**config.mk**
```make
export PLATFORM = sky130hd
export DESIGN_NAME = dma_arbiter
export DESIGN_NICKNAME = d
export VERILOG_FILES = /design/src/rtl/dma_arbiter_pkg.sv /design/src/rtl/dma_arbiter_rr_picker.sv /design/src/rtl/dma_arbiter.sv
export SDC_FILE = /design/constraint.sdc
export NUM_CORES = 1
export LEC_CHECK = 0
export ABC_AREA = 1
export BUFFER_PORTS_ARGS = -buffer_cell sky130_fd_sc_hd__buf_4
export CAP_MARGIN = 0
export CORE_ASPECT_RATIO = 0.9
export CORE_MARGIN = 3
export CORE_UTILIZATION = 52
export CTS_CLUSTER_SIZE = 10
export DETAILED_ROUTE_END_ITERATION = 8
export GPL_TIMING_DRIVEN = 0
export PLACE_DENSITY = 0.75
export SETUP_SLACK_MARGIN = 0.5
export SYNTH_ARGS = -nofsm -noshare
export SYNTH_HDL_FRONTEND = slang
export SYNTH_SLANG_ARGS = --single-unit
export TNS_END_PERCENT = 5
```
**constraint.sdc**
```tcl
create_clock -name clk -period 2.3 [get_ports clk]
set_clock_uncertainty 0.15 [all_clocks]
set_input_delay 0.345 -clock clk [delete_from_list [all_inputs] [get_ports clk]]
set_output_delay 0.345 -clock clk [all_outputs]
set_load 0.05 [all_outputs]
```
**src/rtl/dma_arbiter_pkg.sv**
```systemverilog
// Shared types and default constants for the DMA bus arbiter.
package pa_dma;

    typedef enum logic [1:0] {
        IDLE    = 2'd0,
        REQ_BUS = 2'd1,
        GRANTED = 2'd2,
        RELEASE = 2'd3
    } dma_arb_state_t;

    localparam int DMA_NUM_CH_DEF    = 4;
    localparam int DMA_BURST_MAX_DEF = 16;

endpackage

```
**src/rtl/dma_arbiter_rr_picker.sv**
```systemverilog
// Combinational round-robin picker: first set req bit at or after rr_ptr, wrapping.
module rr_picker #(
    parameter int NUM_CH = 4,
    parameter int IW     = $clog2(NUM_CH)
) (
    input  logic [NUM_CH-1:0] req,
    input  logic [IW-1:0]     rr_ptr,
    output logic              valid,
    output logic [IW-1:0]     idx
);

    int          s;
    logic [IW-1:0] c;

    always_comb begin
        valid = 1'b0;
        idx   = '0;
        s     = 0;
        c     = '0;
        for (int i = 0; i < NUM_CH; i++) begin
            // rr_ptr < NUM_CH always, so a single subtract is a full wrap
            s = int'(rr_ptr) + i;
            if (s >= NUM_CH) s = s - NUM_CH;
            c = IW'(s);
            if (!valid && req[c]) begin
                valid = 1'b1;
                idx   = c;
            end
        end
    end

endmodule

```
**src/rtl/dma_arbiter.sv**
```systemverilog
// Round-robin DMA arbiter handshaking bus ownership with the CPU (dma_req/dma_ack).
// Optional per-tenure burst limit enabled by defining DMA_BURST_LIMIT_EN.
module dma_arbiter
    import pa_dma::*;
#(
    parameter int NUM_CH    = DMA_NUM_CH_DEF,
    parameter int BURST_MAX = DMA_BURST_MAX_DEF
) (
    input  logic                      clk,
    input  logic                      arst,
    input  logic [NUM_CH-1:0]         req,
    output logic [NUM_CH-1:0]         grant,
    output logic                      cpu_dma_req,
    input  logic                      cpu_dma_ack,
    output logic [$clog2(NUM_CH)-1:0] active_ch,
    output logic                      busy,
    output logic                      preempt
);

    localparam int IW = $clog2(NUM_CH);

    if (NUM_CH < 2 || NUM_CH > 8 || BURST_MAX < 2 || BURST_MAX > 256) begin : g_param_chk
        $error("dma_arbiter: NUM_CH or BURST_MAX out of range");
    end

    dma_arb_state_t    state_q, state_d;
    logic [IW-1:0]     rr_ptr, rr_d, active_d;
    logic [NUM_CH-1:0] grant_d;
    logic              pick_valid;
    logic [IW-1:0]     pick_idx;

    rr_picker #(.NUM_CH(NUM_CH), .IW(IW)) u_picker (
        .req    (req),
        .rr_ptr (rr_ptr),
        .valid  (pick_valid),
        .idx    (pick_idx)
    );

`ifdef DMA_BURST_LIMIT_EN
    localparam int CW = $clog2(BURST_MAX);
    logic [CW-1:0] tenure_cnt;
    logic          burst_done;
    logic          preempt_d;

    assign burst_done = (state_q == GRANTED) && (tenure_cnt == CW'(BURST_MAX - 1));

    // Zero on the first GRANTED cycle, counts every GRANTED cycle after that
    always_ff @(posedge clk) begin
        if (arst || state_q != GRANTED) tenure_cnt <= '0;
        else                            tenure_cnt <= tenure_cnt + 1'b1;
    end

    always_ff @(posedge clk) begin
        if (arst) preempt <= 1'b0;
        else      preempt <= preempt_d;
    end
`else
    assign preempt = 1'b0;
`endif

    always_comb begin
        state_d  = state_q;
        active_d = active_ch;
        rr_d     = rr_ptr;
`ifdef DMA_BURST_LIMIT_EN
        preempt_d = 1'b0;
`endif
        case (state_q)
            IDLE: begin
                if (pick_valid) begin
                    state_d  = REQ_BUS;
                    active_d = pick_idx;
                end
            end
            // A dropped request beats a same-cycle ack: the tenure is aborted
            REQ_BUS: begin
                if (!req[active_ch])  state_d = RELEASE;
                else if (cpu_dma_ack) state_d = GRANTED;
            end
            GRANTED: begin
                if (!req[active_ch]) state_d = RELEASE;
`ifdef DMA_BURST_LIMIT_EN
                else if (burst_done) begin
                    state_d   = RELEASE;
                    preempt_d = 1'b1;
                end
`endif
            end
            RELEASE: begin
                if (!cpu_dma_ack) begin
                    state_d = IDLE;
                    rr_d    = (active_ch == IW'(NUM_CH - 1)) ? '0 : active_ch + 1'b1;
                end
            end
            default: state_d = IDLE;
        endcase

        grant_d = '0;
        if (state_d == GRANTED) grant_d[active_d] = 1'b1;
    end

    always_ff @(posedge clk) begin
        if (arst) begin
            state_q     <= IDLE;
            active_ch   <= '0;
            rr_ptr      <= '0;
            grant       <= '0;
            cpu_dma_req <= 1'b0;
            busy        <= 1'b0;
        end else begin
            state_q     <= state_d;
            active_ch   <= active_d;
            rr_ptr      <= rr_d;
            grant       <= grant_d;
            cpu_dma_req <= (state_d == REQ_BUS) || (state_d == GRANTED);
            busy        <= (state_d != IDLE);
        end
    end

endmodule

```
### Word-level counts from Yosys, hierarchy flattened

Cells that the tools add are included.

| cells by class | value |
|---|---|
| shifts and indexed selects | 0 |
| mux-type cells | 33 |
| add/subtract/negate cells | 8 |
| bitwise gates (word level) | 2 |
| order comparisons | 11 |
| eq/ne operators | 6 |
| div/mod/pow operators | 0 |
| reductions and logical operators | 12 |
| multipliers | 0 |

Operators by type and width:

| operator | number |
|---|---|
| $mux 2 | 16 |
| $lt 2x3->1 const B | 6 |
| $bmux 1 s2 | 5 |
| $mux 1 | 10 |
| $ge 3x3->1 const B | 3 |
| $eq 2x2->1 const B | 4 |
| $pmux 2 s4 | 1 |
| $sub 2x1->2 const B | 4 |
| $add 2x2->3 const B | 2 |
| $eq 2x1->1 const B | 2 |
| $logic_and 1x1->1 | 4 |
| $add 2x1->3 const B | 1 |
| $ge 2x3->1 const B | 1 |
| $logic_not 1->1 | 3 |
| $add 2x1->2 const B | 1 |
| $demux 1 s2 | 1 |
| $ge 2x1->1 const B | 1 |
| $logic_not 2->1 | 1 |
| $not 1->1 | 2 |
| $reduce_and 2->1 | 1 |
| $reduce_bool 2->1 | 1 |
| $reduce_or 2->1 | 1 |
| $logic_or 1x1->1 | 1 |

| storage, ports and cells | value |
|---|---|
| output and inout bits | 9 |
| ROM bits | 0 |
| bits in writable memories | 0 |
| flip-flop bits (word level) | 12 |
| bits in latches | 0 |
| memories kept | 0 |

### Logic depth before layout (Yosys ltp)

| logic depth | value |
|---|---|
| depth after elaboration | 20 |
| mapped depth | 14 |
| depth with buffers taken out | 13 |

### Modules after synthesis

Synthesis repeated with hierarchy kept, for this count alone.

| unflattened totals | value |
|---|---|
| cell total of the unflattened synthesis | 126 |
| area, all modules | 842.1 µm² |

By module, submodules not included:

| module | cells an instance | instances | area each (µm²) |
|---|---|---|---|
| dma_arbiter | 67 | 1 | 523.0 |
| rr_picker | 59 | 1 | 319.1 |

### Least setup slack after synthesis

No wires, ideal clock.

| timing | value |
|---|---|
| path type | register to register |
| from | reg active_ch[0] |
| to | reg grant[1] |
| data arrival time | 1844 ps |
| path buffers | 0 |
| cell stages (with the launch flop) | 10 |
| clock period less this slack | 2058 ps |
| library setup time | 64 ps |
| path slack | 242 ps |
| cell sequence | dfxtp_1 > a21oi_1 > o21ai_0 > nand4_1 > a22oi_1 > ha_1 > inv_1 > nor2_1 > nand3_1 > nor2_1 |

| on the way | value |
|---|---|
| word-level cells in the longest chain between the ends | 7 |
| elaborated cells on any way between the ends | 15 |
| those cells by class | order compare (2); eq/ne (1); mux (9); bitwise (1); reduce/logical (2) |

RTL lines:

| element | RTL line | RTL |
|---|---|---|
| from (decl) | dma_arbiter.sv:15 | `output logic [$clog2(NUM_CH)-1:0] active_ch,` |
| from (signal assigned) | dma_arbiter.sv:112 | `active_ch <= active_d;` |
| $bmux 1 s2 | dma_arbiter.sv:77, dma_arbiter.sv:81 |  |
| $mux 1 (implied by the code) | dma_arbiter.sv:77, dma_arbiter.sv:81 |  |
| $mux 2, on equally long branches | dma_arbiter.sv:81, dma_arbiter.sv:77 |  |
| $pmux 2 s4 | dma_arbiter.sv:68 | `case (state_q)` |
| $eq 2x2->1 | dma_arbiter.sv:99 | `if (state_d == GRANTED) grant_d[active_d] = 1'b1;` |
| $not 1->1 (no source line) | n/a |  |
| $reduce_or 2->1 (no source line) | n/a |  |
| to (signal assigned) | dma_arbiter.sv:114 | `grant <= grant_d;` |
| to (decl) | dma_arbiter.sv:12 | `output logic [NUM_CH-1:0] grant,` |

Several ways; a longest one is shown, not always the timed one. The select of a mux whose other input is x is not followed.
A chain may end at the register's enable or synchronous reset.

### Worst setup path after layout

| timing | value |
|---|---|
| from | reg rr_ptr[0] |
| to | reg cpu_dma_req |

| on the way | value |
|---|---|
| word-level cells in the longest chain between the ends | 18 |
| elaborated cells on any way between the ends | 38 |
| those cells by class | add/sub (7); order compare (4); eq/ne (2); mux (18); reduce/logical (7) |

RTL lines:

| element | RTL line | RTL |
|---|---|---|
| from (decl) | dma_arbiter.sv:27 | `logic [IW-1:0] rr_ptr, rr_d, active_d;` |
| from (signal assigned) | dma_arbiter.sv:113 | `rr_ptr <= rr_d;` |
| parallel branches: the longest is 13 deep, another holds $add 2x1->3 | n/a |  |
| $mux 1 (*) | dma_arbiter_rr_picker.sv:25 | `if (!valid && req[c]) begin` |
| $mux 2 (*) | dma_arbiter.sv:70 | `if (pick_valid) begin` |
| $pmux 2 s4 (*) | dma_arbiter.sv:68 |  |
| $eq 2x1->1 / $eq 2x2->1 (equally long branches) | dma_arbiter.sv:115 | `cpu_dma_req <= (state_d == REQ_BUS) \|\| (state_d == GRANTED);` |
| $logic_or 1x1->1 (*) | dma_arbiter.sv:115 |  |
| to (signal assigned) | dma_arbiter.sv:115 |  |
| to (decl) | dma_arbiter.sv:13 | `output logic cpu_dma_req,` |

Mark *: on every way between the ends. The select of a mux whose other input is x is not followed.

==> impl_metrics.yaml <==
setup_path:
  crit_type: "flip-flop to flip-flop"
  crit_arrival_ns: 1.94
  cp-start-kind: "flip-flop"
  cp.required_ns: 2.29
  path_max_fanout: 10
  r2r_slack_ns: 0.35
  startpoint: "rr_ptr[0]$_SDFFE_PP0P_"
  r2r-start: "rr_ptr[0]$_SDFFE_PP0P_"
  crit_path_end_kind: "flip-flop"
yosys:
  synthTopCellsByArea: "dfxtp_1, nand2_1, nor2_1"
  synth_area_um2: 788
  syn_inst: 123
  synth_common_cells: "nand2_1, nor2_1, inv_1, dfxtp_1, nand2_2"
  synth_edf_count: 0
  synth_top_area_share: 0.305
  postSynthAreaPerCell_um2: 6.41
  synth_cell_types: 23
  async_flop_share: 0
  synth_top_area_cell: "dfxtp_1"
  synth_seq_cells: 12
  yosysMostFrequentCell: "nand2_1"
  yosysSeqAreaShare: 0.305
  syn-num-nets: 133
  synth_ff_type: "dfxtp_1"
  ys_warn_count: 0
placed_design:
  gp_congestion: 0.816
  placed_area_um2: 913
  portBuffers: 13
  post-dp-hpwl_um: 1320
  dp_slack_ns: 0.220
  dp.cells: 150
global_route:
  grt_overflow: 0
  grt_first_pass_wirelength_um: 2880
  grt_use_total: 0.196
  antenna_found_initial: 0
  first_global_vias: 676
  grt_max_degree: 11
power:
  leakage_nw: 0.514
  power_density_nw_per_um2: 901
  vdd_drop_max_uv: 814
clocking:
  ctsHoldBuffers: 0
  clk_transition_reported_paths_ns: 0.06
  clk_latency_ns: 0.27
  cts_tree: "done"
  clockBufferDepth: 2
  cts_sinks: 12
  cts.htree.levels: 1
  cts_inserted_buffers: 3
  cts_root_buf: "clkbuf_4"
sta:
  slew_violations: 0
  setup_viol: 0
  fin_tns_setup_ns: 0
  rsz0062_at_grt: "true"
  fin_crit_ns: 1.95
  finalCritPeriodShare: 0.847
  layout_setup_ws_ns: 0.351
  holdWs_ns: 0.289
  final_hold_viol_count: 0
  fmax_ghz: 0.513
run:
  drv_cap: 0
drt:
  avgRoutedWirePerCell_um: 10.9
  ant_nets: 0
  vias: 792
  vias_per_cell: 5.08
  drt_iter0_markers: 16
  dr.pass1.iters: 4
  drc: 0
  wirelength_um: 1710
floorplan:
  design.portCount: 16
  die_area_um2: 2020
  start_util: 0.597
  core_area_um2: 1320
  num_rows: 12
  fp.dieW_um: 47.0
  die_h_um: 42.9
final_layout:
  drive_gt1_frac: 0.345
  design_area_um2: 983
  stdcell_count: 156
  fill_cells: 123
  area_growth_pct: 24.8
  nets: 154
  antennaDiodeCount: 0
worst_hold_path:
  worstHoldStart: "arst"
  hold_class: "primary input to flip-flop"
run_status:
  status: "finished clean"
==> worst paths after layout <==
check	to	cells past startpoint
setup / recovery	cpu_dma_req$_SDFF_PP0_	12
hold reg to reg	rr_ptr[1]$_SDFFE_PP0P_	2
setup reg to reg	cpu_dma_req$_SDFF_PP0_	12
hold / removal	busy$_SDFF_PP0_	2
==> timing repair <==
action / in CTS / in global routing
pin swaps: 1 / 1
setup buffers: 2 / 0
endpoints found under the hold margin: 0 / 0
resized for setup: 4 / 5
cloned: 0 / 1
endpoints found under the setup margin: 5 / 8
==> layout by cell type (no fill, tap or decap), drive strengths merged <==
master,n
ha,3
a22oi,1
nor2,22
nand4,2
nand2,48
buf,18
clkbuf,4
o211ai,1
o21ai,5
nand3,7
a21oi,1
inv,15
conb,1
dfxtp,12
a211oi,2
==> registers in the layout (all words and copies together), names as in the netlist <==
name         count
active_ch        2
cpu_dma_req      1
rr_ptr           2
grant            4
state_q          2
busy             1
==> kinds of logic (layout without fill, tap and decap cells) <==
group,Yosys count,in the layout,share of synthesized area
buffers and inverters,18,37,0.110
AOI/OAI and AO/OA,10,10,0.0857
DFF,12,12,0.305
and+or+nand+nor,79,79,0.448
adders and majority gates,3,3,0.0476
other,1,1,0.00476
==> where the power goes <==
part / switching [mW] / leakage [nW] / internal, mW / total (mW)
combinational: 0.316 / 0.400 / 0.169 / 0.485
clock: 0.0613 / 0.0138 / 0.0605 / 0.122
sequential: 0.0290 / 0.100 / 0.251 / 0.280
==> final cells by class <==
type,count,area (µm²),area share
multi-input cells,93,494,0.503
flip-flops and latches,12,245,0.249
repair buffers,16,118,0.120
inverters,15,63.8,0.0649
clock buffers,3,22.5,0.0229
plain buffers,3,22.5,0.0229
well taps,14,17.5,0.0178
==> layer usage <==
| metal | wire, µm | GRT usage | share of wire | vias up |
|---|---|---|---|---|
| met5 | 0 | 0 | 0 | - |
| met4 | 9 | 0.0497 | 0.0053 | 0 |
| met3 | 129 | 0.0636 | 0.076 | 2 |
| met2 | 843 | 0.293 | 0.49 | 24 |
| met1 | 724 | 0.268 | 0.42 | 348 |
| li1 | - | - | - | 418 |
==> stage by stage <==
stage / power [mW] / util
after global routing: 0.966 / 0.744
final: 0.887 / 0.744
after detailed placement: 0.724 / 0.691
after floorplan: 0.625 / -
after CTS: 0.881 / 0.732
after global placement: 0.711 / 0.691
==> critical path, stage by stage (launching register included) <==
cell and delay (ns):
dfxtp_2 0.32, buf_6 0.13, inv_8 0.07, nand2_1 0.09, nand3_2 0.09, nand2_2 0.07
nor2_4 0.13, nand3_4 0.10, a22oi_2 0.20, buf_4 0.15, ha_1 0.22, inv_1 0.05
nor2_1 0.03
Note: power is estimated with default switching activity, not from simulation.
